[config.mk]
export PLATFORM = sky130hd
export DESIGN_NAME = proc_arb_ctrl
export DESIGN_NICKNAME = d
export VERILOG_FILES = /design/src/rtl/proc_arb_pkg.sv /design/src/rtl/proc_rr_pick.sv /design/src/rtl/proc_arb_ctrl.sv
export SDC_FILE = /design/constraint.sdc
export NUM_CORES = 1
export LEC_CHECK = 0
export CAP_MARGIN = 10
export CORE_MARGIN = 8
export CORE_UTILIZATION = 49
export CTS_CLUSTER_SIZE = 8
export DETAILED_ROUTE_END_ITERATION = 8
export PLACE_DENSITY = 0.76
export SETUP_SLACK_MARGIN = 0.15
export SLEW_MARGIN = 5
export SYNTH_ARGS = -nofsm -noshare
export SYNTH_HDL_FRONTEND = slang
export SYNTH_SLANG_ARGS = --single-unit
export TNS_END_PERCENT = 50
[constraint.sdc]
create_clock -name clk -period 2.05 [get_ports clk]
set_input_delay 0.41 -clock clk [delete_from_list [all_inputs] [get_ports clk]]
set_output_delay 0.41 -clock clk [all_outputs]
set_load 0.05 [all_outputs]
[src/rtl/proc_arb_pkg.sv]
// Shared types and default sizing for the proc round-robin arbiter.
package proc_arb_pkg;

  typedef enum logic [1:0] {
    IDLE,
    START,
    BUSY
  } arb_state_t;

  localparam int unsigned PROC_N_REQ    = 4;
  localparam int unsigned PROC_MAX_HOLD = 8;

endpackage

[src/rtl/proc_rr_pick.sv]
// Combinational rotate-priority picker: first asserted request at or after ptr_i wins.
module proc_rr_pick import proc_arb_pkg::*; #(
  parameter int unsigned N_REQ = PROC_N_REQ,
  parameter int unsigned SelW  = $clog2(N_REQ)
) (
  input  logic [N_REQ-1:0] req_i,
  input  logic [SelW-1:0]  ptr_i,
  output logic [SelW-1:0]  winner_o,
  output logic             any_o
);

  logic        found;
  int unsigned idx;

  always_comb begin
    found    = 1'b0;
    idx      = 0;
    winner_o = '0;
    for (int unsigned i = 0; i < N_REQ; i++) begin
      idx = (32'(ptr_i) + i) % N_REQ;
      if (!found && req_i[idx[SelW-1:0]]) begin
        found    = 1'b1;
        winner_o = idx[SelW-1:0];
      end
    end
    any_o = found;
  end

endmodule

[src/rtl/proc_arb_ctrl.sv]
// Round-robin scheduler granting the shared proc datapath to one requester at a time,
// releasing on done or after a hold-limit timeout.
module proc_arb_ctrl import proc_arb_pkg::*; #(
  parameter int unsigned N_REQ    = PROC_N_REQ,
  parameter int unsigned MAX_HOLD = PROC_MAX_HOLD
) (
  input  logic                     clk,
  input  logic                     rst_n,
  input  logic [N_REQ-1:0]         req_i,
  input  logic                     done_i,
  output logic [N_REQ-1:0]         gnt_o,
  output logic [$clog2(N_REQ)-1:0] sel_o,
  output logic                     start_o,
  output logic                     busy_o,
  output logic                     timeout_o
);

  localparam int unsigned SelW = $clog2(N_REQ);
  localparam int unsigned CntW = $clog2(MAX_HOLD);
  localparam logic [CntW-1:0] CntMax  = CntW'(MAX_HOLD - 1);
  localparam logic [SelW-1:0] SelLast = SelW'(N_REQ - 1);

  arb_state_t       state_q, state_d;
  logic [N_REQ-1:0] gnt_q, gnt_d;
  logic [SelW-1:0]  sel_q, sel_d;
  logic [SelW-1:0]  ptr_q, ptr_d;
  logic [CntW-1:0]  cnt_q, cnt_d;
  logic             start_q, start_d;
  logic             busy_q, busy_d;
  logic             timeout_q, timeout_d;

  logic [SelW-1:0]  winner;
  logic             any_req;
  logic [SelW-1:0]  ptr_after;

  proc_rr_pick #(
    .N_REQ (N_REQ),
    .SelW  (SelW)
  ) u_pick (
    .req_i    (req_i),
    .ptr_i    (ptr_q),
    .winner_o (winner),
    .any_o    (any_req)
  );

  // Priority moves to the requester just after the one being released.
  assign ptr_after = (sel_q == SelLast) ? '0 : sel_q + 1'b1;

  always_comb begin
    state_d   = state_q;
    gnt_d     = gnt_q;
    sel_d     = sel_q;
    ptr_d     = ptr_q;
    cnt_d     = cnt_q;
    busy_d    = busy_q;
    start_d   = 1'b0;
    timeout_d = 1'b0;
    unique case (state_q)
      IDLE: begin
        if (any_req) begin
          gnt_d         = '0;
          gnt_d[winner] = 1'b1;
          sel_d         = winner;
          start_d       = 1'b1;
          busy_d        = 1'b1;
          state_d       = START;
        end
      end
      START: begin
        cnt_d   = '0;
        state_d = BUSY;
      end
      BUSY: begin
        if (done_i || (cnt_q == CntMax)) begin
          timeout_d = !done_i;
          gnt_d     = '0;
          busy_d    = 1'b0;
          ptr_d     = ptr_after;
          state_d   = IDLE;
        end else begin
          cnt_d = cnt_q + 1'b1;
        end
      end
      default: begin
        state_d = IDLE;
      end
    endcase
  end

  always_ff @(posedge clk or negedge rst_n) begin
    if (!rst_n) begin
      state_q   <= IDLE;
      gnt_q     <= '0;
      sel_q     <= '0;
      ptr_q     <= '0;
      cnt_q     <= '0;
      start_q   <= 1'b0;
      busy_q    <= 1'b0;
      timeout_q <= 1'b0;
    end else begin
      state_q   <= state_d;
      gnt_q     <= gnt_d;
      sel_q     <= sel_d;
      ptr_q     <= ptr_d;
      cnt_q     <= cnt_d;
      start_q   <= start_d;
      busy_q    <= busy_d;
      timeout_q <= timeout_d;
    end
  end

  assign gnt_o     = gnt_q;
  assign sel_o     = sel_q;
  assign start_o   = start_q;
  assign busy_o    = busy_q;
  assign timeout_o = timeout_q;

endmodule

# Word-level counts from Yosys, hierarchy flattened
# Cells that the tools add are included.
[word_totals] reg_bits=16 in_bits=7 output_inout_bits=9 elab_cells=77
[classes] n_addsub=5 magnitude_cmp=6 eq_ne=7 muxes=34 reduce_logical=17
[op_table] cell="2-bit by 3-bit < comparator with 1-bit output (second input constant)" count=5
[op_table] cell="1-bit two-way mux" count=15
[op_table] cell="2-bit two-way mux" count=7
[op_table] cell="1-bit binary-select mux with 2-bit select" count=4
[op_table] cell="4-bit two-way mux" count=2
[op_table] cell="4-bit one-hot mux with 2 select lines" count=1
[op_table] cell="2-bit AND reduction" count=4
[op_table] cell="2-bit inequality test (second input constant)" count=3
[op_table] cell="2-bit one-hot mux with 3 select lines" count=1
[op_table] cell="3-bit one-hot mux with 2 select lines" count=1
[op_table] cell="2-bit by 1-bit adder with 2-bit output (second input constant)" count=2
[op_table] cell="2-bit adder (second input constant)" count=2
[op_table] cell="2-bit == test (second input constant)" count=2
[op_table] cell="1-bit logical AND" count=4
[op_table] cell="1-bit logical NOT" count=4
[op_table] cell="2-bit nonzero test" count=2
[op_table] cell="3-bit by 1-bit adder with 3-bit output (second input constant)" count=1
[op_table] cell="3-bit == test (second input constant)" count=1
[op_table] cell="3-bit two-way mux" count=1
[op_table] cell="3-bit AND reduction" count=1
[op_table] cell="1-bit demux with 2-bit select" count=1
[op_table] cell="2-bit by 1-bit == test with 1-bit output (second input constant)" count=1
[op_table] cell="2-bit by 1-bit >= comparator with 1-bit output (second input constant)" count=1
[op_table] cell="2-bit logical NOT" count=1
[op_table] cell="other kinds (2)" count=2

# Longest topological paths before layout
[logic_depth] ltp_word=18 mapped_depth=7 depth_no_buf=6

# By module
# A second synthesis with hierarchy kept.
[unflattened] cells_unflattened=70 hier_area_um2=834.6
[by_module_without_submodules] mod="proc_arb_ctrl" n_inst=1 cells_each=55 area_each_um2=757.0 seq_area_each_um2=400.4
[by_module_without_submodules] mod="proc_rr_pick" n_inst=1 cells_each=15 area_each_um2=77.6 seq_area_each_um2=0.0

# Worst setup path after synthesis
# Ideal clock, no wire load.
[synth_path] kind="flip-flop to flip-flop" start="register cnt_q[0]" end="register ptr_q[1]" setup_ps=125 arrival_time_ps=1531 required_ps=1925 slack_ps=394 stages_incl_launch_ff=7 n_path_buf=1 period_less_slack_ps=1656 path_cell_list="dfrtp_1 > ha_1 > ha_1 > nor2_1 > or3b_1 > buf_6 > mux2_4"
[synth_via] elab_chain_cells=3
[synth_lines] item="start, declared" line_no="proc_arb_ctrl.sv:27" text="logic [CntW-1:0] cnt_q, cnt_d;"
[synth_lines] item="start signal, assigned" line_no="proc_arb_ctrl.sv:105" text="cnt_q <= cnt_d;"
[synth_lines] item="3-bit == test" line_no="proc_arb_ctrl.sv:74" text="if (done_i || (cnt_q == CntMax)) begin"
[synth_lines] item="1-bit logical OR" line_no="proc_arb_ctrl.sv:74"
[synth_lines] item="2-bit AND reduction (no source line)"
[synth_lines] item="end signal, assigned" line_no="proc_arb_ctrl.sv:104" text="ptr_q <= ptr_d;"
[synth_lines] item="end, declared" line_no="proc_arb_ctrl.sv:26" text="logic [SelW-1:0] ptr_q, ptr_d;"
# No other way between the ends.
# A chain may end at the register's enable or synchronous reset.

# Final worst setup path
[layout_path] start="register gnt_q[2] (netlist: gnt_o[2])" end="output port gnt_o[2]"
[layout_rtl] item="start, declared" line_no="proc_arb_ctrl.sv:24" text="logic [N_REQ-1:0] gnt_q, gnt_d;"
[layout_rtl] item="start signal, assigned" line_no="proc_arb_ctrl.sv:102" text="gnt_q <= gnt_d;"
[layout_rtl] item="end, declared" line_no="proc_arb_ctrl.sv:11" text="output logic [N_REQ-1:0] gnt_o,"
# No word-level cell between the ends.

==> flow_summary.ini <==
[timing]
final.setup.worst_slack_ns = 0.169
fin_worst_skew_ns = 0.00207
timing.final.crit_period_ns = 1.88
post-route-period-util_pct = 91.8
setup_viol_count_final = 0
clock.fmax_mhz = 532
rsz_0062_raised_after_global_routing = yes
fin_setup_tns_ns = 0
drv_slew = 0
maxSlewHeadroom_pct = 66.1
number_of_hold_slack_violations_in_the_final_timing_report = 0
timing_worst_slew_pin_value_ns = 0.508

[clock_network]
cts_hold_buf = 0
numClockSinks = 16
cts_tree = yes
cts_max_level = 1
cts.reportedPaths.clkPinSlew_ns = 0.10
clock_tree.buffer_depth = 2
cts_setup_buffers = 0
clock_tree.root_cell = sky130_fd_sc_hd__clkbuf_4
clk-insertion-delay-late_ns = 0.29
cts_buffers = 3

[synth]
synthSimpleGateAreaFrac_pct = 16.9
mappedNetlistNets = 84
synth_top_family_by_area = compound AO/OA/AOI/OAI gates
synthDistinctLibCells = 30
ys_seq_elements = 16
muxShareOfSynthArea_pct = 3.05
synthAdderAreaFrac_pct = 4.57
synth_xor_xnor_area_share_pct = 0
synth_top_cell_by_area = sky130_fd_sc_hd__dfrtp_1
netlist_area_um2 = 821
top_cell_type_s_share_of_synthesized_area_pct = 48.8
number_of_warnings_printed_during_yosys_synthesis = 0
synth-compound-area-share_pct = 21.5
top_cells_by_area_synth = sky130_fd_sc_hd__dfrtp_1, sky130_fd_sc_hd__nand2_1, sky130_fd_sc_hd__ha_1
syn-mean-instance-area_um2 = 11.1
yosysSeqAreaShare_pct = 48.8
synthCells = 74

[setup_path]
critPathCaptureType = primary output
critical_path_class = flip-flop to primary output
crit_path_max_incr_delay_ns = 0.81
worstPathMaxFanout = 2
critPathArrivalTime_ns = 1.47
ff2ff_path_depth = 5
crit_path_required_time_ns = 1.64
r2r-start = cnt_q[0]$_DFFE_PN0P_
worstPathCellList = clkdlybuf4s50_1
nature_of_the_critical_path_startpoint = flip-flop
ff2ff_setup_slack_ns = 0.28
worstPathBufferInverterCount = 1
timing.critical_path.max_delay_family = buffers and inverters
worst_r2r_endpoint = ptr_q[1]$_DFFE_PN0P_
cp_slowest_cell = sky130_fd_sc_hd__clkdlybuf4s50_1

[die]
fp-row-count = 14
die_area_um2 = 3240
top_level_port_count = 16
fp.coreArea_um2 = 1540
initial_core_util_pct = 53.2
die-height_um = 56.9
die_w_um = 56.9

[placement]
dp_hpwl_mm = 1.26
placement.io_buffers = 15
place.gp.congestion = 0.699
post-place-cells = 103
placement.setup.worst_slack_ns = 0.0870

[layout]
insertedDiodeCount = 0
layout.cells.most_common = sky130_fd_sc_hd__dfrtp_1
layout.nets = 102
final_layout_size_suffix_gt1_share_pct = 12.1
utilization_pct = 66.0
area_growth_syn_to_layout_pct = 23.9
commonest_cells_after_routing_fill_and_taps_aside = sky130_fd_sc_hd__dfrtp_1, sky130_fd_sc_hd__clkdlybuf4s50_1, sky130_fd_sc_hd__nand2_1
fin_cells = 107

[hold_path]
min-delay-path-class = input port to async pin

[grt]
grt_first_pass_wirelength_mm = 2.91
grt_max_degree = 17
grt_overflow = 0
grt_antenna_before_repair = 0
first_global_vias = 612
grt_usage_pct = 11.0

[power]
net-switching-power_mw = 0.725
cell_internal_pwr_mw = 0.877
ir_worst_vdd_v = 0.000739
part_of_the_total_power_dissipated_in_combinational_logic_pct = 50.3
clkPwrFrac_pct = 13.3
sw_frac_of_total_pct = 45.2
power_density_nw_per_um2 = 1570
total_leakage_power_nw = 0.508
power.share.sequential_pct = 36.4

[detailed_routing]
post-route-drc-count = 0
via_count = 622
routed_via_density = 5.81
detail_route.wirelength_mm = 1.65
drt_iter0_drc = 12
final_antenna_net_count = 0
routedWlPerCell_um = 15.4
drt_pre_antenna_iters = 4

[outcome]
run_status = completed

[flow_run]
timing.max_cap.violations = 0
==> cell families (layout without fill, tap and decap cells) <==
| family | after synthesis | in the layout |
|---|---|---|
| adders and majority gates | 3 | 3 |
| DFF | 16 | 16 |
| and+or+nand+nor | 25 | 25 |
| buffers and inverters | 7 | 24 |
| AOI/OAI and AO/OA | 21 | 21 |
| muxes | 2 | 2 |
==> metal layers <==
| metal | share of wire [%] | track usage (%) |
|---|---|---|
| met3 | 3.4 | 4.04 |
| met2 | 51 | 17.8 |
| met4 | 0.67 | 4.03 |
| met1 | 45 | 13.0 |
| met5 | 0 | 0 |
==> area by class of cell <==
cell class | count | area (µm²)
Sequential cell | 16 | 400
Clock buffer | 4 | 36.3
Fill cell | 127 | 524
Timing Repair Buffer | 17 | 169
Multi-Input combinational cell | 51 | 380
Tap cell | 16 | 20.0
Inverter | 3 | 11.3
==> state kept, by name, summed over array words and instances (netlist names) <==
signal / cells
timeout_o: 1
cnt_q: 3
ptr_q: 2
state_q: 2
start_o: 1
gnt_o: 4
sel_o: 2
busy_o: 1
==> timing repair <==
action | 4_1_cts | 5_1_grt
pin swaps | 0 | 0
gates resized for setup | 1 | 3
endpoints found under the setup margin | 2 | 6
==> synth_stat cells <==
| cell type | instances |
|---|---|
| sky130_fd_sc_hd__nor2b_1 | 1 |
| sky130_fd_sc_hd__o22ai_1 | 1 |
| sky130_fd_sc_hd__or3b_1 | 1 |
| sky130_fd_sc_hd__a32o_1 | 2 |
| sky130_fd_sc_hd__inv_1 | 3 |
| sky130_fd_sc_hd__nand3_1 | 2 |
| sky130_fd_sc_hd__and2_1 | 1 |
| sky130_fd_sc_hd__nor4_1 | 1 |
| sky130_fd_sc_hd__o211a_1 | 1 |
| sky130_fd_sc_hd__nor2_2 | 1 |
| sky130_fd_sc_hd__a22o_1 | 4 |
| sky130_fd_sc_hd__nand2_1 | 11 |
| sky130_fd_sc_hd__o211ai_1 | 1 |
| sky130_fd_sc_hd__o41ai_4 | 1 |
| sky130_fd_sc_hd__a21oi_1 | 1 |
| sky130_fd_sc_hd__dfrtp_1 | 16 |
| sky130_fd_sc_hd__buf_4 | 2 |
| sky130_fd_sc_hd__mux2i_1 | 1 |
| sky130_fd_sc_hd__ha_1 | 3 |
| sky130_fd_sc_hd__nor3_1 | 1 |
| sky130_fd_sc_hd__buf_2 | 1 |
| sky130_fd_sc_hd__buf_6 | 1 |
| sky130_fd_sc_hd__nor4_4 | 1 |
| sky130_fd_sc_hd__nor4bb_1 | 1 |
| sky130_fd_sc_hd__nand2b_1 | 1 |
| sky130_fd_sc_hd__nor2_1 | 3 |
| sky130_fd_sc_hd__mux2_4 | 1 |
| sky130_fd_sc_hd__o31ai_1 | 3 |
| sky130_fd_sc_hd__a21o_1 | 3 |
| sky130_fd_sc_hd__o21ai_0 | 4 |
==> stage by stage <==
step | instance area [µm²] | total power, mW | hold slack [ns]
finish | 1020 | 1.60 | 0.423
CTS | 1010 | 1.61 | 0.426
floorplan | 821 | 1.18 | 0.114
global route | 1020 | 1.71 | 0.441
global placement | 975 | 1.38 | 0.472
detailed placement | 975 | 1.41 | 0.480
==> worst max path at each step <==
stage                         startpoint                    to  slack (ns)  cells after the start
finish              gnt_o[2]$_DFFE_PN0P_              gnt_o[2]        0.17                      1
detailed placement              req_i[3]  gnt_o[2]$_DFFE_PN0P_        0.09                      5
global route        gnt_o[2]$_DFFE_PN0P_              gnt_o[2]        0.12                      1
CTS                 sel_o[1]$_DFFE_PN0P_              sel_o[1]        0.14                      1
floorplan           cnt_q[0]$_DFFE_PN0P_  ptr_q[1]$_DFFE_PN0P_        0.39                      6
global placement                  done_i  ptr_q[1]$_DFFE_PN0P_        0.12                      4
==> power by group through the flow <==
stage          combinational [mW]  clock, mW  sequential [mW]
6_report                    0.806      0.213            0.582
5_1_grt                     0.869      0.231            0.609
4_1_cts                     0.813      0.214            0.583
3_5_place_dp                0.815          0            0.590
3_3_place_gp                0.801          0            0.581
2_1_floorplan               0.434          0            0.744
Note: power is estimated with default switching activity, not from simulation.
